**src/rtl/regfile_arbiter.sv**
```systemverilog
// Two-requester front end for the 8x16 register file: dedicated read ports,
// a round-robin write port and a scrub sequencer. Optional RF_ARB_FWD_EN forwarding.
module regfile_arbiter (
  input  logic        Clk,
  input  logic        Reset,
  input  logic        m0_valid,
  input  logic        m0_we,
  input  logic [2:0]  m0_addr,
  input  logic [15:0] m0_wdata,
  output logic        m0_ready,
  output logic        m0_rvalid,
  output logic [15:0] m0_rdata,
  input  logic        m1_valid,
  input  logic        m1_we,
  input  logic [2:0]  m1_addr,
  input  logic [15:0] m1_wdata,
  output logic        m1_ready,
  output logic        m1_rvalid,
  output logic [15:0] m1_rdata,
  input  logic        clr_req,
  output logic        clr_done,
  output logic        rf_ld,
  output logic [2:0]  rf_dr,
  output logic [15:0] rf_data,
  output logic [2:0]  rf_sr1,
  output logic [2:0]  rf_sr2,
  input  logic [15:0] rf_sr1_q,
  input  logic [15:0] rf_sr2_q
);
  localparam int NUM_PORTS = 2;

  typedef enum logic {IDLE, SCRUB} state_t;
  typedef struct packed {
    logic        valid;
    logic        we;
    logic [2:0]  addr;
    logic [15:0] wdata;
  } req_t;

  state_t state, state_nxt;
  logic   rr, rr_nxt;
  logic [2:0] cnt, cnt_nxt;
  logic   idle;

  req_t [NUM_PORTS-1:0]            req;
  logic [NUM_PORTS-1:0]            rd_acc, wr_req, wr_gnt, rvalid_q;
  logic [NUM_PORTS-1:0][2:0]       sr, sr_q;
  logic [NUM_PORTS-1:0][15:0]      rf_q, rq;

  assign req[0] = {m0_valid, m0_we, m0_addr, m0_wdata};
  assign req[1] = {m1_valid, m1_we, m1_addr, m1_wdata};
  assign rf_q   = {rf_sr2_q, rf_sr1_q};
  assign idle   = (state == IDLE) && !Reset;

  // Port 0 wins on rr=0, port 1 on rr=1; only contention consults rr.
  assign wr_gnt = (&wr_req) ? (rr ? 2'b10 : 2'b01) : wr_req;

`ifdef RF_ARB_FWD_EN
  logic [NUM_PORTS-1:0] fwd_q;
  logic [15:0]          fwd_data_q;

  always_ff @(posedge Clk) fwd_data_q <= rf_data;
`endif

  for (genvar p = 0; p < NUM_PORTS; p++) begin : g_port
    assign rd_acc[p] = idle && req[p].valid && !req[p].we;
    assign wr_req[p] = idle && req[p].valid && req[p].we;
    // Read index follows the request while reading, otherwise holds.
    assign sr[p]     = rd_acc[p] ? req[p].addr : sr_q[p];

    always_ff @(posedge Clk) begin
      if (Reset) begin
        sr_q[p]     <= '0;
        rvalid_q[p] <= 1'b0;
      end else begin
        sr_q[p]     <= sr[p];
        rvalid_q[p] <= rd_acc[p];
      end
    end

`ifdef RF_ARB_FWD_EN
    always_ff @(posedge Clk) begin
      if (Reset) fwd_q[p] <= 1'b0;
      else       fwd_q[p] <= rd_acc[p] && wr_gnt[1-p] && (req[p].addr == req[1-p].addr);
    end
    assign rq[p] = fwd_q[p] ? fwd_data_q : rf_q[p];
`else
    assign rq[p] = rf_q[p];
`endif
  end

  always_ff @(posedge Clk) begin
    if (Reset) begin
      state <= IDLE;
      rr    <= 1'b0;
      cnt   <= '0;
    end else begin
      state <= state_nxt;
      rr    <= rr_nxt;
      cnt   <= cnt_nxt;
    end
  end

  always_comb begin
    state_nxt = state;
    rr_nxt    = rr;
    cnt_nxt   = cnt;
    rf_ld     = 1'b0;
    rf_dr     = '0;
    rf_data   = '0;
    clr_done  = 1'b0;
    case (state)
      IDLE: begin
        if (wr_gnt[0]) begin
          rf_ld = 1'b1; rf_dr = req[0].addr; rf_data = req[0].wdata;
        end else if (wr_gnt[1]) begin
          rf_ld = 1'b1; rf_dr = req[1].addr; rf_data = req[1].wdata;
        end
        if (&wr_req) rr_nxt = ~rr;
        if (clr_req) state_nxt = SCRUB;
      end
      SCRUB: begin
        rf_ld    = !Reset;
        rf_dr    = cnt;
        clr_done = !Reset && (cnt == 3'd7);
        cnt_nxt  = cnt + 3'd1;
        if (cnt == 3'd7) state_nxt = IDLE;
      end
      default: state_nxt = IDLE;
    endcase
  end

  assign m0_ready  = rd_acc[0] | wr_gnt[0];
  assign m1_ready  = rd_acc[1] | wr_gnt[1];
  assign m0_rvalid = rvalid_q[0];
  assign m1_rvalid = rvalid_q[1];
  assign m0_rdata  = rq[0];
  assign m1_rdata  = rq[1];
  assign rf_sr1    = sr[0];
  assign rf_sr2    = sr[1];
endmodule

```
**config.mk**
```make
export PLATFORM = sky130hd
export DESIGN_NAME = regfile_arbiter
export DESIGN_NICKNAME = d
export VERILOG_FILES = /design/src/rtl/regfile_arbiter.sv
export SDC_FILE = /design/constraint.sdc
export NUM_CORES = 1
export LEC_CHECK = 0
export ABC_AREA = 1
export BUFFER_PORTS_ARGS = -buffer_cell sky130_fd_sc_hd__buf_2
export CAP_MARGIN = 20
export CORE_UTILIZATION = 31
export CTS_BUF_LIST = sky130_fd_sc_hd__clkbuf_4 sky130_fd_sc_hd__clkbuf_8
export DETAILED_ROUTE_END_ITERATION = 7
export HOLD_SLACK_MARGIN = 0.1
export PLACE_DENSITY = 0.79
export SLEW_MARGIN = 20
export SYNTH_ARGS = -nofsm -noshare
export SYNTH_HDL_FRONTEND = slang
export SYNTH_SLANG_ARGS = --single-unit
```
**constraint.sdc**
```tcl
create_clock -name Clk -period 1.8 [get_ports Clk]
set_input_delay 0.45 -clock Clk [delete_from_list [all_inputs] [get_ports Clk]]
set_output_delay 0.45 -clock Clk [all_outputs]
set_load 0.02 [all_outputs]
```
### After elaboration in Yosys (flattened, before gate mapping)

Cells that the tools add are included.

| operators by class | value |
|---|---|
| $add $sub $neg | 1 |
| equal/unequal tests | 1 |
| mux-type cells | 17 |
| bitwise gates (word level) | 4 |
| reduce and logical (&&, ||, !) cells | 13 |

Operators with widths:

| cell | count |
|---|---|
| two-way mux 16 bit | 3 |
| two-way mux 3 bit | 4 |
| logical AND 1 bit | 8 |
| case mux 3 bit (2 select lines) | 1 |
| two-way mux 1 bit | 5 |
| two-way mux 2 bit | 2 |
| case mux 1 bit (2 select lines) | 2 |
| adder 3 x 1 -> 3 bit (second input constant) | 1 |
| equality test 3 bit (second input constant) | 1 |
| logical NOT 1 bit | 3 |
| AND reduction 3 bit | 1 |
| inverter 1 bit | 2 |
| bitwise OR 1 bit | 2 |
| AND reduction 2 bit | 1 |

| word-level totals | value |
|---|---|
| register bits | 13 |
| input port bits | 77 |
| output and inout bits | 63 |
| logic and storage cells | 43 |

### Logic depth before layout (Yosys ltp)

| depth | value |
|---|---|
| depth after elaboration | 9 |
| gate-level depth with buffers | 9 |
| mapped depth without buffers | 7 |

### Least setup slack after synthesis

Ideal clock, no wire load.

| path | value |
|---|---|
| path kind | in2out |
| from | input port Reset |
| to | output port rf_data[0] |
| arrival | 1.412 ns |
| data required time | 1.350 ns |
| path slack | -0.062 ns |
| stages | 9 |
| path buffers | 2 |
| cell sequence | buf_4 nor2_8 nand3_4 clkinv_2 nand2_4 inv_4 buf_6 nand2_1 nand2_1 |

| on the way | value |
|---|---|
| cells in the longest elaborated chain, start to end | 9 |
| elaborated cells between the ends (all ways) | 11 |
| classes of those cells | 4 x mux; 7 x reduce/logical |

Ends and longest elaborated chain:

| element | RTL line | RTL |
|---|---|---|
| start: declaration | 5 | `input logic Reset,` |
| logical NOT 1 bit * | 53 | `assign idle = (state == IDLE) && !Reset;` |
| logical AND 1 bit * | 53 |  |
| logical AND 1 bit (2 in a row) | 67 | `assign wr_req[p] = idle && req[p].valid && req[p].we;` |
| AND reduction 2 bit | -- |  |
| two-way mux 2 bit * | 56 | `assign wr_gnt = (&wr_req) ? (rr ? 2'b10 : 2'b01) : wr_req;` |
| two-way mux 16 bit | 116 | `end else if (wr_gnt[1]) begin` |
| two-way mux 16 bit * | 114 | `if (wr_gnt[0]) begin` |
| two-way mux 16 bit * | 112 | `case (state)` |
| end: declaration | 24 | `output logic [15:0] rf_data,` |

Mark *: on every way between the ends. The rest lies on a longest branch, timed or not.

### Worst setup path in the final report

| path | value |
|---|---|
| from | input port Reset |
| to | output port m0_ready |

| on the way | value |
|---|---|
| cells in the longest elaborated chain, start to end | 7 |
| elaborated cells between the ends (all ways) | 10 |
| classes of those cells | 1 x mux; 1 x bitwise; 8 x reduce/logical |

Ends and longest elaborated chain:

| element | RTL line | RTL |
|---|---|---|
| logical NOT 1 bit * | 53 |  |
| logical AND 1 bit * | 53 |  |
| logical AND 1 bit (on tied branches) | 66, 67 |  |
| logical AND 1 bit | 67 |  |
| AND reduction 2 bit | -- |  |
| two-way mux 2 bit | 56 |  |
| bitwise OR 1 bit * | 133 | `assign m0_ready = rd_acc[0] \| wr_gnt[0];` |
| end: declaration | 10 | `output logic m0_ready,` |

Marked as above.

==> impl_results.md <==
* Post-route cell area at 1813 um^2
* Largest family of logic cells by synthesized area: simple AND/OR/NAND/NOR gates
* Row cnt at 22
* Crit-path cells: buf_4 -> nor2_8 -> buf_6 -> nand4_4 -> nand2_8 -> buf_4 -> nand2_1 -> buf_2
* M1 wire length at 1.274 mm
* Clk buf depth at 2
* Initial antenna violation count at 0
* Worst Reg-to-Reg Cells at 7
* Routed Antenna Nets at 0
* Root buf cell: clkbuf_8
* Commonest register cell after synthesis: dfxtp_1
* Vias/cell at 4.461
* GRT Util Overall at 15.49%
* Fillers at 346
* Hold Buf Count CTS at 0
* I/O Buffers at 75
* Yosys warning count at 0
* Final WS setup at -0.1283 ns
* Post-synth top cells: nand2_1 (68), buf_4 (33), inv_1 (20), nand3_1 (14), dfxtp_1 (13)
* Routed wl met3 at 360 um
* Synth Area in Simple Gates at 40.99%
* Die Height at 64.05 um
* Synth Area per Inst at 6.523 um^2
* Post-Synth XOR/XNOR Area at 0%
* Synthesized flop and latch total at 13
* Grt ovf at 0
* Clk sink count at 13
* Crit path kind: in2out
* Crit Path Max Fanout at 7
* Synth top area share at 21.80%
* Vias at 1307
* Tcrit/Tclk final at 107.1%
* Fin crit period at 1.928 ns
* I/O pins at 140
* Clk pin slew, worst setup/hold paths at 0.05 ns
* Post-synthesis compound-gate area fraction at 3.354%
* Synthesized-area fraction occupied by adder cells at 2.096%
* Max VDD drop at 0.0004493 V
* Worst Hold Depth at 2
* DRT Pass-1 Iters at 4
* Slowest cell delay on critical path at 0.18 ns
* Family with the most delay on the worst path: buffers and inverters
* Global-route wire length before repair at 4.940 mm
* CP bufs+invs at 4
* DP Worst Slack at -0.1723 ns
* Clk_lat worst skew at 0.24 ns
* Crit start category: input port
* TNS Setup at -2.353 ns
* Required @ worst endpoint at 1.35 ns
* Sequential share of the synthesized area at 21.80%
* Synth cell types at 17
* Uppermost routed layer: met4
* Largest net degree at the start of global routing at 17
* DR WL/cell at 12.04 um
* Die area at 4102 um^2
* Area contributors post-synth: dfxtp_1 (22%), nand2_1 (21%), buf_4 (21%)
* Fraction of registers with async set/reset at 0%
* Slowest CP cell: nor2_8
* RSZ-0062 raised after global routing: true
* Synth Net Count at 262
* Ant. Diodes at 0
* Number of max-cap violations at 0
* Post-Syn Area at 1194 um^2
* Failing checks: setup timing
* Core Util, Final at 49.15%
* Most common cell in the netlist: nand2_1
* DP Area at 1496 um^2
* WL final at 3.528 mm
* 1st-iter DRT viols at 17
* Starting density of the core at 32.36%
* Final number of hold-violating endpoints at 0
* Slew @ Worst Pin at 0.2054 ns
* Die Wd at 64.05 um
* Final setup fails at 27
* CTS tree: done
* Endpoint class of the critical path: primary output
* Leading area contributor after synthesis: dfxtp_1
* Vias in the first global route at 1148
* # DRC at 0
* Mux contribution to synthesized area at 0%
* Cells after synthesis at 183
* WP data arrival at 1.48 ns
* Total CTS buffers at 3
* Area Overhead vs Synth at 51.89%
* # nets final at 325
* EDFF count, synth at 0
* Clock Skew at 0.002097 ns
* Stages on the worst setup path at 8
* Fmax at 518.6 MHz
* Cell mode on critical path: buf_4
* DP Wirelength at 2.596 mm
* Power density over the cells at 522.7 nW/um^2
* Core Area at 3689 um^2
* Leak at 1.046 nW
* Worst min path class: reg2reg
* Routability congestion estimate at 0.8306
* Status: complete, but fails checks
* DR WL met2 at 1.856 mm
* Max Slew Vio Count at 0
* Slew margin rel. at 86.16%
* H-tree depth at 1
* Layout cell share with drive strength beyond 1 at 60.41%
sequential cells by signal, summed over array words and instances (netlist names):
register   count
m1_rvalid      1
rr             1
m0_rvalid      1
state          1
sr_q           6
cnt            3
final cells by class:
class	count	area, um^2	share of cell area, %
Tap cell	48	60.06	3.313
Sequential cell	13	265.3	14.63
Clock buffer	4	48.80	2.692
Inverter	24	108.9	6.004
Multi-Input combinational cell	110	688.2	37.96
Timing Repair inverter	1	11.26	0.6211
Timing Repair Buffer	93	630.6	34.78
worst paths after layout:
kind / startpoint / end / slack, ns
max: Reset / m0_ready / -0.13
min reg2reg: cnt[1] / cnt[1] / 0.47
min: cnt[1] / cnt[1] / 0.47
max reg2reg: state / sr_q[1] / 0.59
what timing repair did:
| action | CTS | global route |
|---|---|---|
| gates cloned | 1 | 0 |
| endpoints found under the setup margin | 27 | 28 |
| gates resized for setup | 40 | 41 |
| buffers inserted | 2 | 0 |
| pin swaps | 5 | 6 |
cell usage in the layout (no fill, tap or decap), drive strengths merged:
cell    synthesis  routed
inv            22      23
clkinv          2       2
buf            36      93
o21ai           7       7
ha              2       2
nand3          16      16
or2             1       1
dfxtp          13      13
clkbuf          0       4
nor2           11      11
nand2          70      70
nand4           2       2
a21oi           1       1
power by group:
group          internal [mW]  total [mW]  switching [mW]
combinational          0.163       0.361           0.198
sequential             0.305       0.316          0.0110
clock                  0.171       0.270          0.0990
worst reg2reg max path, cell delays in order, from the launching register on:
cell	delay (ns)
dfxtp_4	0.36
nor2_8	0.16
buf_4	0.15
nand3_4	0.12
nand2_2	0.11
o21ai_2	0.06
buf_4	0.12
nor2_1	0.07
logic make-up after synthesis:
group,Yosys count
AO/OA/AOI/OAI,8
adder cells (fa/ha/maj),2
buffers and inverters,60
flip-flops,13
AND/OR/NAND/NOR,100
routing by layer:
metal,vias to the layer above,track usage (%)
met4,0,4.545
met5,-,0
met2,84,30.45
met3,7,4.643
met1,570,15.27
li1,646,-
through the flow:
step / instances / power [mW] / hold WS, ns
floorplan: 183 / 0.5869 / 0.4421
finish: 293 / 0.9476 / 0.4745
CTS: 293 / 0.9224 / 0.4707
global route: 293 / 0.9959 / 0.4847
global placement: 286 / 0.6106 / 0.4587
detailed placement: 286 / 0.6151 / 0.4635
Note: power is estimated with default switching activity, not from simulation.
